--- src/rtl/zion_load_seq_pkg.sv ---
// Shared types and helpers for the load sequencing controller.
// Access-size encoding, FSM states and the size-in-bytes lookup live here.
package zion_load_seq_pkg;

    typedef enum logic [1:0] {
        ACC_BYTE = 2'd0,
        ACC_HALF = 2'd1,
        ACC_WORD = 2'd2,
        ACC_RSVD = 2'd3
    } acc_type_t;

    typedef enum logic [2:0] {
        ST_IDLE,
        ST_REQ0,
        ST_WAIT0,
        ST_REQ1,
        ST_WAIT1,
        ST_RSP
    } state_t;

    // Reserved type decodes as a full-word access.
    function automatic int unsigned access_size(acc_type_t acc, int unsigned width_data);
        case (acc)
            ACC_BYTE: return 1;
            ACC_HALF: return 2;
            default:  return width_data / 8;
        endcase
    endfunction

endpackage

--- src/rtl/zion_load_lane_ext.sv ---
// Combinational lane extraction: shifts the two-beat window down by the byte
// offset, keeps sz bytes and sign- or zero-fills the rest.
module zion_load_lane_ext
    import zion_load_seq_pkg::*;
#(
    parameter int unsigned WIDTH_DATA = 32,
    parameter int unsigned WIDTH_OFS  = $clog2(WIDTH_DATA / 8)
) (
    input  logic [2*WIDTH_DATA-1:0] merged,
    input  logic [WIDTH_OFS-1:0]    ofs,
    input  logic [WIDTH_OFS:0]      size,
    input  logic                    sign_ext,
    output logic [WIDTH_DATA-1:0]   result
);

    localparam int unsigned NUM_BYTE = WIDTH_DATA / 8;

    logic [WIDTH_DATA-1:0] window;
    logic                  fill;
    int unsigned           size_n;

    always_comb begin
        window = WIDTH_DATA'(merged >> {ofs, 3'b000});
        size_n = 32'(size);
        fill   = 1'b0;
        for (int unsigned i = 0; i < NUM_BYTE; i++) begin
            if (sign_ext && (i + 1 == size_n))
                fill = window[8*i+7];
        end
        result = '0;
        for (int unsigned i = 0; i < NUM_BYTE; i++) begin
            if (i < size_n)
                result[8*i +: 8] = window[8*i +: 8];
            else
                result[8*i +: 8] = {8{fill}};
        end
    end

endmodule

--- src/rtl/zion_load_seq_ctrl.sv ---
// Load sequencing controller: one load in flight, one or two aligned reads,
// merged and extended result on a registered valid/ready response port.
module zion_load_seq_ctrl
    import zion_load_seq_pkg::*;
#(
    parameter int unsigned WIDTH_ADDR = 32,
    parameter int unsigned WIDTH_DATA = 32
) (
    input  logic                  clk,
    input  logic                  rst,
    input  logic                  iReqVld,
    output logic                  oReqRdy,
    input  logic [WIDTH_ADDR-1:0] iReqAddr,
    input  logic [1:0]            iReqType,
    input  logic                  iReqSigned,
    output logic                  oMemVld,
    input  logic                  iMemRdy,
    output logic [WIDTH_ADDR-1:0] oMemAddr,
    input  logic                  iMemRspVld,
    input  logic [WIDTH_DATA-1:0] iMemRspDat,
    output logic                  oRspVld,
    input  logic                  iRspRdy,
    output logic [WIDTH_DATA-1:0] oRspDat
);

    localparam int unsigned NUM_BYTE  = WIDTH_DATA / 8;
    localparam int unsigned WIDTH_OFS = $clog2(NUM_BYTE);
    localparam int unsigned SIZE_W    = WIDTH_OFS + 1;
    localparam logic [WIDTH_ADDR-1:0] WORD_STEP = WIDTH_ADDR'(NUM_BYTE);

    state_t                  state;
    logic [WIDTH_OFS-1:0]    ofs_q;
    acc_type_t               type_q;
    logic                    signed_q;
    logic [WIDTH_DATA-1:0]   beat0;

    logic [2*WIDTH_DATA-1:0] merged;
    logic [WIDTH_DATA-1:0]   ext_dat;
    int unsigned             size_n;
    logic                    split;

    assign oReqRdy = (state == ST_IDLE);

    always_comb begin
        size_n = access_size(type_q, WIDTH_DATA);
        split  = (32'(ofs_q) + size_n) > NUM_BYTE;
    end

    // The result is built from the beat arriving this cycle, so it can be
    // registered on the same edge that enters RSP.
    always_comb begin
        merged = '0;
        if (state == ST_WAIT1)
            merged = {iMemRspDat, beat0};
        else
            merged = {{WIDTH_DATA{1'b0}}, iMemRspDat};
    end

    zion_load_lane_ext #(
        .WIDTH_DATA (WIDTH_DATA),
        .WIDTH_OFS  (WIDTH_OFS)
    ) u_lane_ext (
        .merged   (merged),
        .ofs      (ofs_q),
        .size     (SIZE_W'(size_n)),
        .sign_ext (signed_q),
        .result   (ext_dat)
    );

    always_ff @(posedge clk or posedge rst) begin
        if (rst) begin
            state    <= ST_IDLE;
            ofs_q    <= '0;
            type_q   <= ACC_BYTE;
            signed_q <= 1'b0;
            beat0    <= '0;
            oMemVld  <= 1'b0;
            oMemAddr <= '0;
            oRspVld  <= 1'b0;
            oRspDat  <= '0;
        end else begin
            case (state)
                ST_IDLE: begin
                    if (iReqVld) begin
                        ofs_q    <= iReqAddr[WIDTH_OFS-1:0];
                        type_q   <= acc_type_t'(iReqType);
                        signed_q <= iReqSigned;
                        oMemVld  <= 1'b1;
                        oMemAddr <= {iReqAddr[WIDTH_ADDR-1:WIDTH_OFS], {WIDTH_OFS{1'b0}}};
                        state    <= ST_REQ0;
                    end
                end
                ST_REQ0: begin
                    if (iMemRdy) begin
                        oMemVld <= 1'b0;
                        state   <= ST_WAIT0;
                    end
                end
                ST_WAIT0: begin
                    if (iMemRspVld) begin
                        beat0 <= iMemRspDat;
                        if (split) begin
                            oMemVld  <= 1'b1;
                            oMemAddr <= oMemAddr + WORD_STEP;
                            state    <= ST_REQ1;
                        end else begin
                            oRspVld <= 1'b1;
                            oRspDat <= ext_dat;
                            state   <= ST_RSP;
                        end
                    end
                end
                ST_REQ1: begin
                    if (iMemRdy) begin
                        oMemVld <= 1'b0;
                        state   <= ST_WAIT1;
                    end
                end
                ST_WAIT1: begin
                    if (iMemRspVld) begin
                        oRspVld <= 1'b1;
                        oRspDat <= ext_dat;
                        state   <= ST_RSP;
                    end
                end
                ST_RSP: begin
                    if (iRspRdy) begin
                        oRspVld <= 1'b0;
                        state   <= ST_IDLE;
                    end
                end
                default: state <= ST_IDLE;
            endcase
        end
    end

endmodule
--- config.mk ---
export PLATFORM = sky130hd
export DESIGN_NAME = zion_load_seq_ctrl
export DESIGN_NICKNAME = d
export VERILOG_FILES = /design/src/rtl/zion_load_seq_pkg.sv /design/src/rtl/zion_load_lane_ext.sv /design/src/rtl/zion_load_seq_ctrl.sv
export SDC_FILE = /design/constraint.sdc
export NUM_CORES = 1
export LEC_CHECK = 0
export CORE_MARGIN = 2
export CORE_UTILIZATION = 46
export DETAILED_ROUTE_END_ITERATION = 10
export HOLD_SLACK_MARGIN = 0.08
export PLACE_DENSITY = 0.83
export SLEW_MARGIN = 0
export SYNTH_ARGS = -nofsm -noshare
export SYNTH_HDL_FRONTEND = slang
export SYNTH_SLANG_ARGS = --single-unit
export TNS_END_PERCENT = 20
--- constraint.sdc ---
create_clock -name clk -period 3.4 [get_ports clk]
set_clock_uncertainty 0.15 [all_clocks]
set_input_delay 0.68 -clock clk [delete_from_list [all_inputs] [get_ports clk]]
set_output_delay 0.68 -clock clk [all_outputs]
set_load 0.05 [all_outputs]
# Word-level counts from Yosys, hierarchy flattened
# Cells that the tools add are included.
# classes
reduce_logical,18
shift,1
n_addsub,2
n_eq_ne,19
mux,36
magnitude_cmp,5
# ops
operator,count
$mux 32,6
$pmux 32 s2,2
$mux 64,1
$shr 64x5->32,1
$add 2x32->32,1
$add 32x3->32 const B,1
$gt 32x3->1 const B,1
$mux 8,4
$mux 3,7
$pmux 3 s6,1
$ne 2x2->1 const B,8
$mux 1,12
$reduce_and 5->1,2
$reduce_and 4->1,2
$eq 2x3->1 const A,2
$eq 3x2->1 const B,2
$eq 3x3->1 const B,2
$lt 1x3->1 const A,2
$lt 2x3->1 const A,2
$pmux 1 s3,2
$pmux 3 s2,1
$reduce_and 6->1,1
$reduce_bool 3->1,2
$logic_and 1x1->1,4
10 further kinds,12
# word_totals
ff_bits,106
wordCells,90
input_bits,73

# Depth between registers and ports, before layout
# logic_depth
depth_word,12
depth_mapped,14

# Cells and area by module
# From an unflattened synthesis, not the netlist that was laid out.
# hier_totals
hier_cells,662
hier_area_um2,6681.4
# modules_own_cells
mod,area_per_inst_um2,seq_area_each_um2,instances,cells_per_inst
zion_load_seq_ctrl,5630.4,2602.5,1,515
zion_load_lane_ext,1051.0,0.0,1,147

# Worst setup path after synthesis
# Ideal clock, no wire load.
# synth_path
path_kind,register to register
start,register ofs_q[1]
end,register oRspDat[10]
n_path_buf,5
setup_slack_ns,-0.066
arrival_time_ns,3.172
period_less_slack_ns,3.466
path_stages_with_launch,14
path_cell_list,dfrtp_1 > buf_2 > buf_2 > clkinv_1 > buf_1 > clkbuf_1 > fa_1 > nand2b_1 > a31oi_1 > nand3_1 > and2_1 > clkbuf_1 > nor2_1 > a211oi_1
# synth_between
elab_chain_len,9
elab_cells_between_ends,14
# synth_rtl
element,line,text
from (decl),zion_load_seq_ctrl.sv:32,logic [WIDTH_OFS-1:0] ofs_q;
from (signal assigned),zion_load_seq_ctrl.sv:85,ofs_q <= iReqAddr[WIDTH_OFS-1:0];
branches (longest 9 deep; another with $add 2x32->32),n/a,
to (signal assigned),zion_load_seq_ctrl.sv:108,oRspDat <= ext_dat;
to (signal assigned),zion_load_seq_ctrl.sv:122,oRspDat <= ext_dat;
to (decl),zion_load_seq_ctrl.sv:23,output logic [WIDTH_DATA-1:0] oRspDat
# Several ways; the timed one is not identified. The select of a mux whose other input is x is not followed.
# A chain may end at the register's enable or synchronous reset.

# Worst setup path in the final report
# layout_path
start,register type_q[1]
end,register oRspDat[10]
# layout_between
elab_chain_len,12
elab_cells_between_ends,25
# layout_rtl
element,line,text
from (decl),zion_load_seq_ctrl.sv:33,acc_type_t type_q;
from (signal assigned),zion_load_seq_ctrl.sv:86,type_q <= acc_type_t'(iReqType);
$eq 2x1->1 / $logic_not 2->1 (equally long branches),zion_load_seq_pkg.sv:23,case (acc)
$pmux 3 s2 (*),zion_load_seq_pkg.sv:23,
branches (longest 10 deep; another with $add 2x32->32),n/a,
# Every way passes the cells marked *. The select of a mux whose other input is x is not followed.

==> metrics.csv <==
stage,metric,value,unit
clock_network,clock_path_buffers,2,
min_path,hold_class,reg2reg,
synth,syn_avg_cell_area,9.154,sq um
grt,grtUsageTotal,23.89,%
clock_network,clk-insertion-delay-late,360,ps
clock_network,cts_tree,done,
timing,period_needed,3189,ps
grt,grt_max_degree,73,
place,dpl-instance-area,0.007880,sq mm
grt,grt_pass1_wl,27590,um
floorplan,start_util,47.44,%
floorplan,ioPinCount,140,
timing,fin_crit_sh,93.81,%
synth,synth_warnings,0,
setup_path,cp.arrival,3250,ps
synth,syn-cell-area,0.006307,sq mm
synth,yosys-top-cells-count,"104 x dfrtp_1, 91 x nand2_1, 59 x a21oi_1, 54 x nor2_1, 46 x mux2_2",
place,place.gp.congestion,0.9093,
setup_path,r2r_cells,11,
setup_path,timing.rr.start,type_q[1]$_DFFE_PP0P_,
floorplan,die_w,121.1,um
place,dp.cells,972,
layout,multiInputGateArea,0.003456,sq mm
clock_network,postCtsHoldBufs,0,
pwr,finalPower,8.491,mW
clock_network,cts_setup_buffers,0,
pwr,powerDensity,1040,mW/mm^2
synth,synthTopCellsByArea,"dfrtp_1 41%, mux2_2 8.2%, mux2i_1 7.0%",
timing,slew_headroom,63.84,%
grt,overflow,0,
synth,yosysTopAreaCell,dfrtp_1,
synth,ys_seq_area_share,41.26,%
grt,antenna_found_initial,0,
synth,ys.flop_type,dfrtp_1,
layout,drive_above_1_share,12.56,%
setup_path,setup.worst_path.end,oRspDat[10]$_DFFE_PP0P_,
detailed_routing,wl_per_cell,17.59,um
detailed_routing,drc_errors,0,
clock_network,clk_pin_slew,70,ps
grt,grt_pass1_vias,5280,
timing,slew_viol_final,0,
layout,instances_no_fill,988,
setup_path,startpoint_type,register,
setup_path,r2r-end,oRspDat[10]$_DFFE_PP0P_,
pwr,power.leakage,3.300,nW
timing,fmax,313.5,MHz
layout,register_area,0.002604,sq mm
detailed_routing,firstDrtPassIters,6,
detailed_routing,vias,5800,
pwr,max-vdd-ir-drop,0.5382,mV
detailed_routing,ant_nets,0,
layout,postLayoutCellArea,0.008163,sq mm
place,hpwl,12510,um
setup_path,end_kind,register,
synth,synth_seq_cells,104,
detailed_routing,avgViaCountPerCell,5.870,
clock_network,root_buffer,clkbuf_16,
timing,rsz0062_at_grt,false,
place,pre_cts_ws,153.0,ps
detailed_routing,wirelength,17380,um
place,numPortBuffers,137,
layout,fillCellCount,1062,
setup_path,critical_path_class,reg2reg,
timing,setup_ws,210.6,ps
floorplan,std_cell_rows,42,
timing,setup_viol,0,
setup_path,required,3460,ps
synth,yosysTopAreaCellShare,41.26,%
clock_network,cts_resized,0,
clock_network,h-tree-depth,3,
floorplan,die_area,0.01466,sq mm
timing,worstMarginPinSlew,541.1,ps
synth,async_reset_ff_share,100.0,%
synth,synth_cell_types,53,
layout,area_growth,29.42,%
floorplan,core_area,0.01330,sq mm
layout,final_nets,886,
detailed_routing,drtIter0Drc,552,
synth,synthCells,689,
flow_run,max_cap_viol_count,0,
timing,hold_viol_final,0,
run_status,status,"complete, no violations",
setup_path,startpoint,type_q[1]$_DFFE_PP0P_,
floorplan,die_height,121.1,um
layout,diodes,0,
setup_path,rrSetupSlack,210,ps
setup_path,crit_fanout,12,
synth,yosysMostFrequentCell,dfrtp_1,
clock_network,clkSinkCount,104,
clock_network,numCtsBuffers,9,
synth,synth_edf_count,0,
-- layout make-up --
| cell class | instances | area share [%] |
|---|---|---|
| multi-input combinational | 523 | 42.34 |
| sequential | 104 | 31.90 |
| timing repair buffer | 159 | 19.13 |
| clock buffer | 9 | 2.759 |
| tap | 176 | 2.698 |
| clock inverter | 7 | 0.6744 |
| inverter | 10 | 0.5058 |
-- metal layers --
layer	track usage (%)	part of all wire (%)	up-vias
li1	-	-	2751
met1	35.32	46	2782
met2	34.20	44	232
met3	5.075	7.5	35
met4	9.157	2.4	0
met5	0	0	-
-- power by group --
group | switching [mW] | internal [mW] | total, mW
Combinational | 3.11 | 1.96 | 5.07
Sequential | 0.573 | 1.85 | 2.42
Clock | 0.492 | 0.503 | 0.996
-- how the worst min path moves through the flow --
stage | startpoint | to | slack [ps] | cells past startpoint
after floorplan | beat0[7]$_DFFE_PP0P_ | beat0[7]$_DFFE_PP0P_ | 330 | 1
after global placement | beat0[27]$_DFFE_PP0P_ | beat0[27]$_DFFE_PP0P_ | 340 | 1
after detailed placement | oRspDat[31]$_DFFE_PP0P_ | oRspDat[31]$_DFFE_PP0P_ | 340 | 2
after CTS | oRspDat[31]$_DFFE_PP0P_ | oRspDat[31]$_DFFE_PP0P_ | 360 | 2
after global routing | beat0[18]$_DFFE_PP0P_ | beat0[18]$_DFFE_PP0P_ | 370 | 1
final | beat0[20]$_DFFE_PP0P_ | beat0[20]$_DFFE_PP0P_ | 360 | 1
-- state kept, by name, summed over array words and instances, names as in the netlist --
signal / cells
beat0: 32
oMemVld: 1
oRspVld: 1
type_q: 2
oRspDat: 32
signed_q: 1
state: 3
ofs_q: 2
oMemAddr: 30
-- placed cells by master (no fill, tap or decap), types with 3 or more instances in the layout --
cell,netlist,layout
o22ai_1,11,11
nand2_1,91,91
nor3_1,16,16
clkdlybuf4s50_1,0,137
inv_1,9,8
a2bb2oi_1,11,11
and4_1,5,5
and3_1,8,8
a211oi_1,15,15
a21oi_1,59,59
o21ai_0,39,39
o21a_1,3,3
mux2_2,46,46
clkinvlp_4,0,3
clkbuf_16,0,9
mux2i_1,44,44
a32oi_1,3,3
nor2_1,54,53
a31oi_1,12,12
and2_1,6,6
buf_4,2,20
dfrtp_1,104,103
nand4_1,10,10
nand2b_1,3,3
mux4_2,9,9
nand3_1,35,35
o211ai_1,7,7
ha_1,5,5
-- critical path: stages (launching register included) --
cell,delay [ps]
dfrtp_1,440
or2_2,350
inv_1,70
ha_1,160
inv_1,60
fa_1,470
nand2b_1,70
a32oi_1,220
nand3_1,150
and2_1,330
nor2_1,420
a211oi_1,150
-- cells by family after synthesis --
kind of cell	synth area share (%)
flip-flops	41.26
buffers and inverters	4.146
AO/OA/AOI/OAI	16.45
other	0.05945
adder cells (fa/ha/maj)	1.309
AND/OR/NAND/NOR	18.37
multiplexers	18.41
-- metrics by stage --
stage / hold slack (ps) / setup TNS, ps / utilization, %
5_1_grt: 371.3 / 0 / 61.40
6_report: 355.6 / 0 / 61.40
3_3_place_gp: 336.2 / 0 / 59.27
4_1_cts: 356.2 / 0 / 61.38
2_1_floorplan: 328.7 / -717.6 / -
3_5_place_dp: 339.5 / 0 / 59.27
No activity file was read; power rests on OpenSTA's default activity.
